## config.mk

```make
export PLATFORM = sky130hd
export DESIGN_NAME = serial_subtractor
export DESIGN_NICKNAME = d
export VERILOG_FILES = /design/src/rtl/serial_subtractor.sv
export SDC_FILE = /design/constraint.sdc
export NUM_CORES = 1
export LEC_CHECK = 0
export BUFFER_PORTS_ARGS = -buffer_cell sky130_fd_sc_hd__buf_2
export CORE_UTILIZATION = 40
export CTS_CLUSTER_DIAMETER = 50
export DETAILED_ROUTE_END_ITERATION = 7
export GPL_TIMING_DRIVEN = 0
export SETUP_SLACK_MARGIN = 0.02
export SYNTH_ARGS = -nofsm -noshare
export SYNTH_HDL_FRONTEND = slang
export SYNTH_SLANG_ARGS = --single-unit
```

## constraint.sdc

```tcl
create_clock -name clk -period 1.65 [get_ports clk]
set_input_delay 0.0825 -clock clk [delete_from_list [all_inputs] [get_ports clk]]
set_output_delay 0.0825 -clock clk [all_outputs]
set_load 0.05 [all_outputs]
```

## src/rtl/serial_subtractor.sv

```systemverilog
// rtl/serial_subtractor.sv - bit-serial, LSB-first subtractor: diff = a - b mod 2^WIDTH, stat = borrow-out
module serial_subtractor #(
  parameter int WIDTH = 8
) (
  input  logic             clk,
  input  logic             rst,
  input  logic             start,
  input  logic [WIDTH-1:0] a,
  input  logic [WIDTH-1:0] b,
  output logic             busy,
  output logic             done,
  output logic [WIDTH-1:0] diff,
  output logic             stat
);

  localparam int CW = $clog2(WIDTH) + 1;

  typedef enum logic [1:0] {IDLE, RUN, DONE} state_t;

  state_t           state_q, state_d;
  logic [WIDTH-1:0] a_sh_q, a_sh_d;
  logic [WIDTH-1:0] b_sh_q, b_sh_d;
  logic [WIDTH-1:0] res_q, res_d;
  logic [WIDTH-1:0] diff_q, diff_d;
  logic [CW-1:0]    cnt_q, cnt_d;
  logic             br_q, br_d;
  logic             stat_q, stat_d;
  logic             busy_q, busy_d;
  logic             done_q, done_d;
  logic             bit_d;
  logic             br_next;
  logic [WIDTH-1:0] res_shift;

  always_comb begin
    bit_d     = a_sh_q[0] ^ b_sh_q[0] ^ br_q;
    br_next   = (~a_sh_q[0] & b_sh_q[0]) | (~(a_sh_q[0] ^ b_sh_q[0]) & br_q);
    res_shift = {bit_d, res_q[WIDTH-1:1]};

    state_d = state_q;
    a_sh_d  = a_sh_q;
    b_sh_d  = b_sh_q;
    res_d   = res_q;
    diff_d  = diff_q;
    cnt_d   = cnt_q;
    br_d    = br_q;
    stat_d  = stat_q;
    busy_d  = busy_q;
    done_d  = 1'b0;

    case (state_q)
      IDLE: begin
        if (start) begin
          state_d = RUN;
          a_sh_d  = a;
          b_sh_d  = b;
          cnt_d   = '0;
          br_d    = 1'b0;
          busy_d  = 1'b1;
        end
      end
      RUN: begin
        a_sh_d = a_sh_q >> 1;
        b_sh_d = b_sh_q >> 1;
        res_d  = res_shift;
        br_d   = br_next;
        // counter reaches WIDTH on the final bit, which still fits in CW bits
        cnt_d  = cnt_q + CW'(1);
        if (cnt_q == CW'(WIDTH - 1)) begin
          state_d = DONE;
          diff_d  = res_shift;
          stat_d  = br_next;
          done_d  = 1'b1;
        end
      end
      DONE: begin
        state_d = IDLE;
        busy_d  = 1'b0;
      end
      default: begin
        state_d = IDLE;
        busy_d  = 1'b0;
      end
    endcase
  end

  always_ff @(posedge clk or posedge rst) begin
    if (rst) begin
      state_q <= IDLE;
      a_sh_q  <= '0;
      b_sh_q  <= '0;
      res_q   <= '0;
      diff_q  <= '0;
      cnt_q   <= '0;
      br_q    <= 1'b0;
      stat_q  <= 1'b0;
      busy_q  <= 1'b0;
      done_q  <= 1'b0;
    end else begin
      state_q <= state_d;
      a_sh_q  <= a_sh_d;
      b_sh_q  <= b_sh_d;
      res_q   <= res_d;
      diff_q  <= diff_d;
      cnt_q   <= cnt_d;
      br_q    <= br_d;
      stat_q  <= stat_d;
      busy_q  <= busy_d;
      done_q  <= done_d;
    end
  end

  assign busy = busy_q;
  assign done = done_q;
  assign diff = diff_q;
  assign stat = stat_q;

endmodule

```

---- Word-level counts from Yosys, hierarchy flattened ----
Index checks and enable logic that the tools add are counted.
operators by class
  add/subtract/negate cells ............... 1
  equality and inequality tests ........... 4
  multiplexer cells ....................... 15
  bitwise gates (word level) .............. 8
  reduce and logical (&&, ||, !) cells .... 6
operator list
  kind                                                              number
  8-bit case mux with 2 select lines                                2
  8-bit 2-to-1 mux                                                  2
  4-bit case mux with 2 select lines                                1
  2-bit AND reduction                                               4
  4-bit by 1-bit adder with 4-bit output (second input constant)    1
  4-bit by 3-bit == test with 1-bit output (second input constant)  1
  1-bit 2-to-1 mux                                                  4
  2-bit 2-to-1 mux                                                  2
  4-bit 2-to-1 mux                                                  1
  2-bit != test (second input constant)                             2
  1-bit case mux with 2 select lines                                2
  2-bit case mux with 2 select lines                                1
  1-bit NOT                                                         3
  1-bit bitwise AND                                                 2
  2-bit by 1-bit == test with 1-bit output (second input constant)  1
  2-bit logical NOT                                                 1
  2-bit nonzero test                                                1
  1-bit bitwise XOR                                                 2
  1-bit OR                                                          1
word-level totals
  bits in registers ....................... 42
  input bits .............................. 19
  output and inout bits ................... 11
  logic and storage cells ................. 44

---- Logic depth before layout (Yosys ltp) ----
Gate-level depths: netlist of run 1.
  word-level depth ........................ 5
  gate-level depth with buffers ........... 5
  gate-level depth less buffers ........... 4

---- Worst setup path after synthesis of run 1 ----
No wires, ideal clock.
  kind .................................... register -> register
  from .................................... register cnt_q[0]
  to ...................................... register diff_q[0], in the netlist diff[0]
  setup time .............................. 0.125 ns
  arrival ................................. 1.363 ns
  required time ........................... 1.525 ns
  setup slack ............................. 0.163 ns
  cell stages (with the launch flop) ...... 5
  path buffers ............................ 0
  clock period less this slack ............ 1.487 ns
  cells stage by stage .................... dfrtp_1 ha_1 nand2_2 nor3_4 mux2_2
between the ends
  cells in the longest elaborated chain, start to end .. 2
RTL lines
  item                                      line  text
  start: declaration                        25    logic [CW-1:0] cnt_q, cnt_d;
  start signal: assignment                  104   cnt_q <= cnt_d;
  4-bit by 3-bit == test with 1-bit output  68    if (cnt_q == CW'(WIDTH - 1)) begin
  2-bit AND reduction (no source line)      -
  end signal: assignment                    103   diff_q <= diff_d;
  end: declaration                          24    logic [WIDTH-1:0] diff_q, diff_d;
No other way between the ends.
A chain may end at the register's enable or synchronous reset.

---- Worst setup path after layout of run 1 ----
  from .................................... register state_q[0]
  to ...................................... register a_sh_q[0]
between the ends
  cells in the longest elaborated chain, start to end .. 3
  elaborated cells on any way between the ends .. 6
  classes of those cells .................. eq/ne: 2; mux: 1; reduce/logical: 3
RTL lines
  item                                                                                  line  text
  start: declaration                                                                    20    state_t state_q, state_d;
  start signal: assignment                                                              99    state_q <= state_d;
  2-bit by 1-bit == test with 1-bit output / 2-bit logical NOT (equally long branches)  50    case (state_q)
  2-bit nonzero test (no source line) / 2-bit != test (equally long branches)           -
  2-bit AND reduction (no source line)                                                  -
  end signal: assignment                                                                100   a_sh_q <= a_sh_d;
  end: declaration                                                                      21    logic [WIDTH-1:0] a_sh_q, a_sh_d;
Several ways; a longest one is shown, not always the timed one.

==> reports/summary.txt, run 1 <==
run status: finished with violations
failing checks: negative hold slack
Final ANT Viol Nets: 0
cell count after placement: 235
WL/cell: 13.5 um
Max Cap Viol: 0
Area Growth Syn to Fin: 18.1%
# nets final: 214
Clock Root Buffer: clkbuf_8
site row count: 23
# setup viols final: 0
Total Power: 4.05 mW
via count: 1251
Worst Path Arrival: 1700 ps
fin crit share: 90.9%
number of iterations in the first detailed-routing pass: 4
power density cells: 2020 nW/um^2
die height: 67.3 um
EDFF count, synth: 0
Starting DRT DRC Count: 81
post-route setup slack: 150 ps
Setup Skew: 3.12 ps
Final min period: 1500 ps
Post-Place Setup Slack: -66.1 ps
Gate Count Post-Synth: 156
Worst-Skew Late Latency: 280 ps
DRC viols: 0
fmax: 667 MHz
Sink Count: 41
kind of critical path: flip-flop to flip-flop
H-tree levels: 2
share of layout cells above drive strength 1: 26.3%
Synthesis Warnings: 0
fin. max-slew vios: 0
top-count cell post-synth: dfrtp_1
Synth Area per Inst: 10.9 sq um
setup TNS: 0 ps
Layout Cells excl Fill: 244
Chip Width: 67.3 um
die area: 4530 sq um
hpwl dp: 2340 um
worst slew pin tran: 828 ps
synth unique cells: 25
Worst EP required: 1850 ps
vias in the first global route: 1273
global-route wire length before repair: 5510 um
IO buf count: 29
most frequent cells after synthesis: dfrtp_1 (41), nand2_1 (37), o21ai_0 (16)
RePlAce Congestion: 0.723
Slew headroom: 44.7%
Clk pin slew, worst setup/hold paths: 70 ps
top post-synthesis cells by area: dfrtp_1 (60%), nand2_1 (8.1%), a22oi_1 (5.7%)
diode count: 0
number of top-level pins: 30
number of buffers created by CTS: 5
core area: 4060 sq um
final WL: 3300 um
post-synthesis sequential area ratio: 60.2%
Synth area leader: dfrtp_1
initial antenna violation count: 0
asr flop ratio synth: 100%
share of the synthesized area in the top cell type: 60.2%
CTS tree: built
Fin. Hold Viols: 41
global route overflow: 0
Placed Area: 1910 sq um
Worst Path Max Fanout: 10
CP endpoint kind: flip-flop
Hold Crit Class: primary input to asynchronous set/reset pin
Final Instance Area: 2010 sq um
syn_nets: 177
Hold Slack: -44.5 ps
RSZ-0062 raised after global routing: false
Synth Cell Area: 1700 sq um
Tot GR Track Use: 16.9%
FF+latch count, synth: 41
Max VDD drop: 0.625 mV
Starting Density: 42.0%
Via density: 5.13
Static Leakage: 0.969 nW
Core Util, Final: 49.6%
largest net degree at the start of global routing: 42
type of origin of the critical path: flip-flop
CTS max path bufs: 2
ys flop type: dfrtp_1
## layout by cell type, fill, tap and decap left out, drive strengths merged
master / netlist / routed
a21oi: 3 / 3
a22o: 4 / 4
a22oi: 13 / 13
and2: 1 / 1
and3b: 2 / 2
buf: 4 / 34
clkbuf: 5 / 13
dfrtp: 41 / 41
fa: 1 / 1
ha: 1 / 1
inv: 4 / 4
mux2: 8 / 8
mux2i: 2 / 2
nand2: 38 / 38
nand2b: 2 / 2
nand3: 1 / 1
nor2: 3 / 3
nor2b: 3 / 3
nor3: 2 / 2
o21ai: 16 / 16
o21bai: 1 / 1
o31ai: 1 / 1
## area by class of cell
type | instances | area (sq um)
timing repair buffer | 30 | 165
sequential | 41 | 1030
fill | 386 | 2050
buffer | 9 | 38.8
tap | 50 | 62.6
clock buffer | 8 | 80.1
multi-input combinational | 102 | 624
inverter | 4 | 15.0
## routing by layer
| layer | wire [um] | global-route usage, % | part of all wire, % |
|---|---|---|---|
| met2 | 1680 | 29.0 | 51 |
| met3 | 126 | 3.89 | 3.8 |
| met4 | 66 | 8.78 | 2.0 |
| met5 | 0 | 0 | 0 |
| met1 | 1430 | 19.6 | 43 |
## registers in the layout, summed over array words and instances, names as in the netlist
register,flops
a_sh_q,8
res_q,7
done,1
state_q,2
b_sh_q,8
busy,1
stat,1
diff,8
cnt_q,4
br_q,1
## where the power goes
group	internal, mW	switching, mW
sequential	1.43	0.260
combinational	0.615	1.13
clock	0.300	0.314
total	2.35	1.71
## cell families after synthesis
kind of cell / count (synthesis) / share of synthesized area [%]
muxes: 10 / 6.46
and+or+nand+nor: 52 / 14.0
adders and majority gates: 2 / 1.91
buffers and inverters: 13 / 3.16
DFF: 41 / 60.2
AOI/OAI and AO/OA: 38 / 14.3
## path summary, 6_finish.rpt
kind | depth (start not counted) | to | slack (ps) | startpoint
max | 4 | a_sh_q[0] | 150 | state_q[0]
min | 2 | diff[5] | -40 | rst
max reg2reg | 4 | a_sh_q[0] | 150 | state_q[0]
min reg2reg | 2 | a_sh_q[4] | 490 | a_sh_q[4]
max in group asynchronous | 2 | b_sh_q[5] | 1160 | rst
min in group clk | 2 | b_sh_q[7] | 10 | b[7]
## worst max-delay path, cell delays in order (launching register included)
cell and delay, ps:
dfrtp_1 410, buf_2 240, clkbuf_1 410, a22oi_1 160, o21ai_0 190
## timing repair
item / in CTS / in global routing
hold buffers: 0 / 0
setup endpoints to repair: 8 / 0
setup buffers: 1 / 0
resized for setup: 0 / 0
No activity file was read; power rests on OpenSTA's default activity.
==> inputs of run 2 (changes only) <==
--- a/config.mk
+++ b/config.mk
@@ -6,11 +6,15 @@
 export NUM_CORES = 1
 export LEC_CHECK = 0
 export BUFFER_PORTS_ARGS = -buffer_cell sky130_fd_sc_hd__buf_2
+export CELL_PAD_IN_SITES_DETAIL_PLACEMENT = 1
+export CELL_PAD_IN_SITES_GLOBAL_PLACEMENT = 1
 export CORE_UTILIZATION = 40
 export CTS_CLUSTER_DIAMETER = 50
 export DETAILED_ROUTE_END_ITERATION = 7
 export GPL_TIMING_DRIVEN = 0
+export PLACE_DENSITY_LB_ADDON = 0.1
 export SETUP_SLACK_MARGIN = 0.02
+export SLEW_MARGIN = 40
 export SYNTH_ARGS = -nofsm -noshare
 export SYNTH_HDL_FRONTEND = slang
 export SYNTH_SLANG_ARGS = --single-unit
==> reports/summary.txt, run 2 (synthesis results as in run 1) <==
Tot GR Track Use: 19.6% (+2.6 points)
site row count: 23 (unchanged)
Clock Root Buffer: clkbuf_8
hpwl dp: 2660 um (+14%)
initial antenna violation count: 0 (unchanged)
CTS tree: built
fin crit share: 90.1% (-0.84 points)
CP endpoint kind: flip-flop
via count: 1274 (+1.8%)
Worst-Skew Late Latency: 290 ps (about the same)
Fin. Hold Viols: 0 (-100%)
diode count: 0 (unchanged)
Final min period: 1490 ps (-13.8 ps)
fin. max-slew vios: 0 (unchanged)
run status: finished, final reports clean
largest net degree at the start of global routing: 42 (unchanged)
most frequent cells in the layout: dfrtp_1 (41), nand2_1 (37), buf_2 (33), o21ai_0 (16), a22oi_1 (13)
# nets final: 217 (+1.4%)
WL/cell: 15.3 um (+13%)
most common cell after layout, fill and taps aside: dfrtp_1
# setup viols final: 0 (unchanged)
final WL: 3770 um (+14%)
die height: 67.3 um (unchanged)
Setup Skew: 8.14 ps (+5.01 ps)
die area: 4530 sq um (unchanged)
Final ANT Viol Nets: 0 (unchanged)
number of top-level pins: 30 (unchanged)
number of iterations in the first detailed-routing pass: 4 (unchanged)
Worst Path Arrival: 1660 ps (-40 ps)
type of origin of the critical path: flip-flop
global route overflow: 0 (unchanged)
share of layout cells above drive strength 1: 27.6% (+1.3 points)
Max VDD drop: 0.849 mV (+36%)
number of buffers created by CTS: 5 (unchanged)
H-tree levels: 2 (unchanged)
Area Growth Syn to Fin: 19.3%
setup TNS: 0 ps (unchanged)
vias in the first global route: 1364 (+7.1%)
Via density: 5.18 (+1.0%)
Clk pin slew, worst setup/hold paths: 70 ps (about the same)
Static Leakage: 0.987 nW (+1.8%)
power density cells: 2040 nW/um^2 (+1.2%)
kind of critical path: flip-flop to flip-flop
DRC viols: 0 (unchanged)
Chip Width: 67.3 um (unchanged)
Worst Path Max Fanout: 4 (-6)
Max Cap Viol: 0 (unchanged)
fmax: 673 MHz (+0.93%)
Hold Crit Class: primary input to flip-flop
Sink Count: 41 (unchanged)
Starting Density: 42.0% (unchanged)
worst slew pin tran: 505 ps (-323 ps)
Starting DRT DRC Count: 62 (-23%)
IO buf count: 29 (unchanged)
CTS max path bufs: 2 (unchanged)
global-route wire length before repair: 6370 um (+16%)
Hold Slack: 12.7 ps (+57.2 ps)
core area: 4060 sq um (unchanged)
fillers: 464 (+20%)
RePlAce Congestion: 0.700 (-3.3%)
Worst EP required: 1820 ps (-30 ps)
Slew headroom: 66.3% (+22 points)
RSZ-0062 raised after global routing: false
-- run 2: cell count changes in the layout (fill, tap and decap cells not counted) --
cell / previous run / this run
buf_4: 0 / 3
clkbuf_1: 8 / 5
buf_1: 0 / 1
buf_12: 1 / 0
clkbuf_8: 5 / 6
dlygate4sd3_1: 0 / 1
inv_2: 1 / 0
inv_4: 0 / 1
-- run 2: layout make-up --
| type | count | area, sq um | area share (%) |
|---|---|---|---|
| Sequential cell | 41 | 1030 | 50.5 |
| Tap cell | 50 | 62.6 | 3.08 |
| Multi-Input combinational cell | 102 | 624 | 30.7 |
| Timing Repair Buffer | 33 | 178 | 8.74 |
| Clock buffer | 7 | 86.3 | 4.25 |
| Buffer | 9 | 38.8 | 1.91 |
| Inverter | 4 | 17.5 | 0.862 |
-- run 2: repair_timing --
item / CTS / global route
resized for setup: 0 / 1
hold endpoints to repair: 41 / 0
endpoints found under the setup margin: 8 / 3
buffers inserted: 3 / 0
pin swaps: 1 / 0
hold buffers: 1 / 0
-- run 2: final timing paths --
kind | start | to | slack [ps] | depth (start not counted)
setup / recovery | cnt_q[0] | diff[2] | 160 | 5
hold / removal | b[7] | b_sh_q[7] | 10 | 2
setup reg to reg | cnt_q[0] | diff[2] | 160 | 5
hold reg to reg | b_sh_q[4] | b_sh_q[4] | 490 | 2
max in group asynchronous | rst | b_sh_q[2] | 920 | 3
min in group asynchronous | rst | res_q[6] | 370 | 3
-- run 2: per-stage QoR --
| stage | worst slack, ps | total power [mW] | area [sq um] | utilization, % | std cells |
|---|---|---|---|---|---|
| 2_1_floorplan | 163 | 3.02 | 1700 | - | 156 |
| 3_3_place_gp | -35.7 | 3.39 | 1910 | 47.1 | 235 |
| 3_5_place_dp | -105 | 3.52 | 1910 | 47.2 | 235 |
| 5_1_grt | 21.7 | 4.46 | 2030 | 50.1 | 246 |
| 6_report | 164 | 4.15 | 2030 | 50.1 | 246 |
| 4_1_cts | 134 | 4.21 | 2030 | 50.1 | 246 |
-- run 2: worst max-delay path, cell delays in order, from the launching register on --
cell and delay, ps:
dfrtp_1 400, ha_1 230, nand2_2 100, nor3_4 130
buf_4 170, mux2_2 340
-- run 2: report_power, final --
group          internal (mW)  leakage (nW)  total (mW)  switching [mW]
clock network          0.332        0.0443       0.658           0.326
registers               1.43         0.525        1.71           0.275
logic                  0.617         0.418        1.78            1.17
-- run 2: metal layers --
metal / track usage [%] / wire (um) / vias up
li1: - / - / 611
met1: 21.7 / 1600 / 628
met2: 35.5 / 1960 / 29
met3: 5.74 / 157 / 6
met4: 6.38 / 50 / 0
met5: 0 / 0 / -
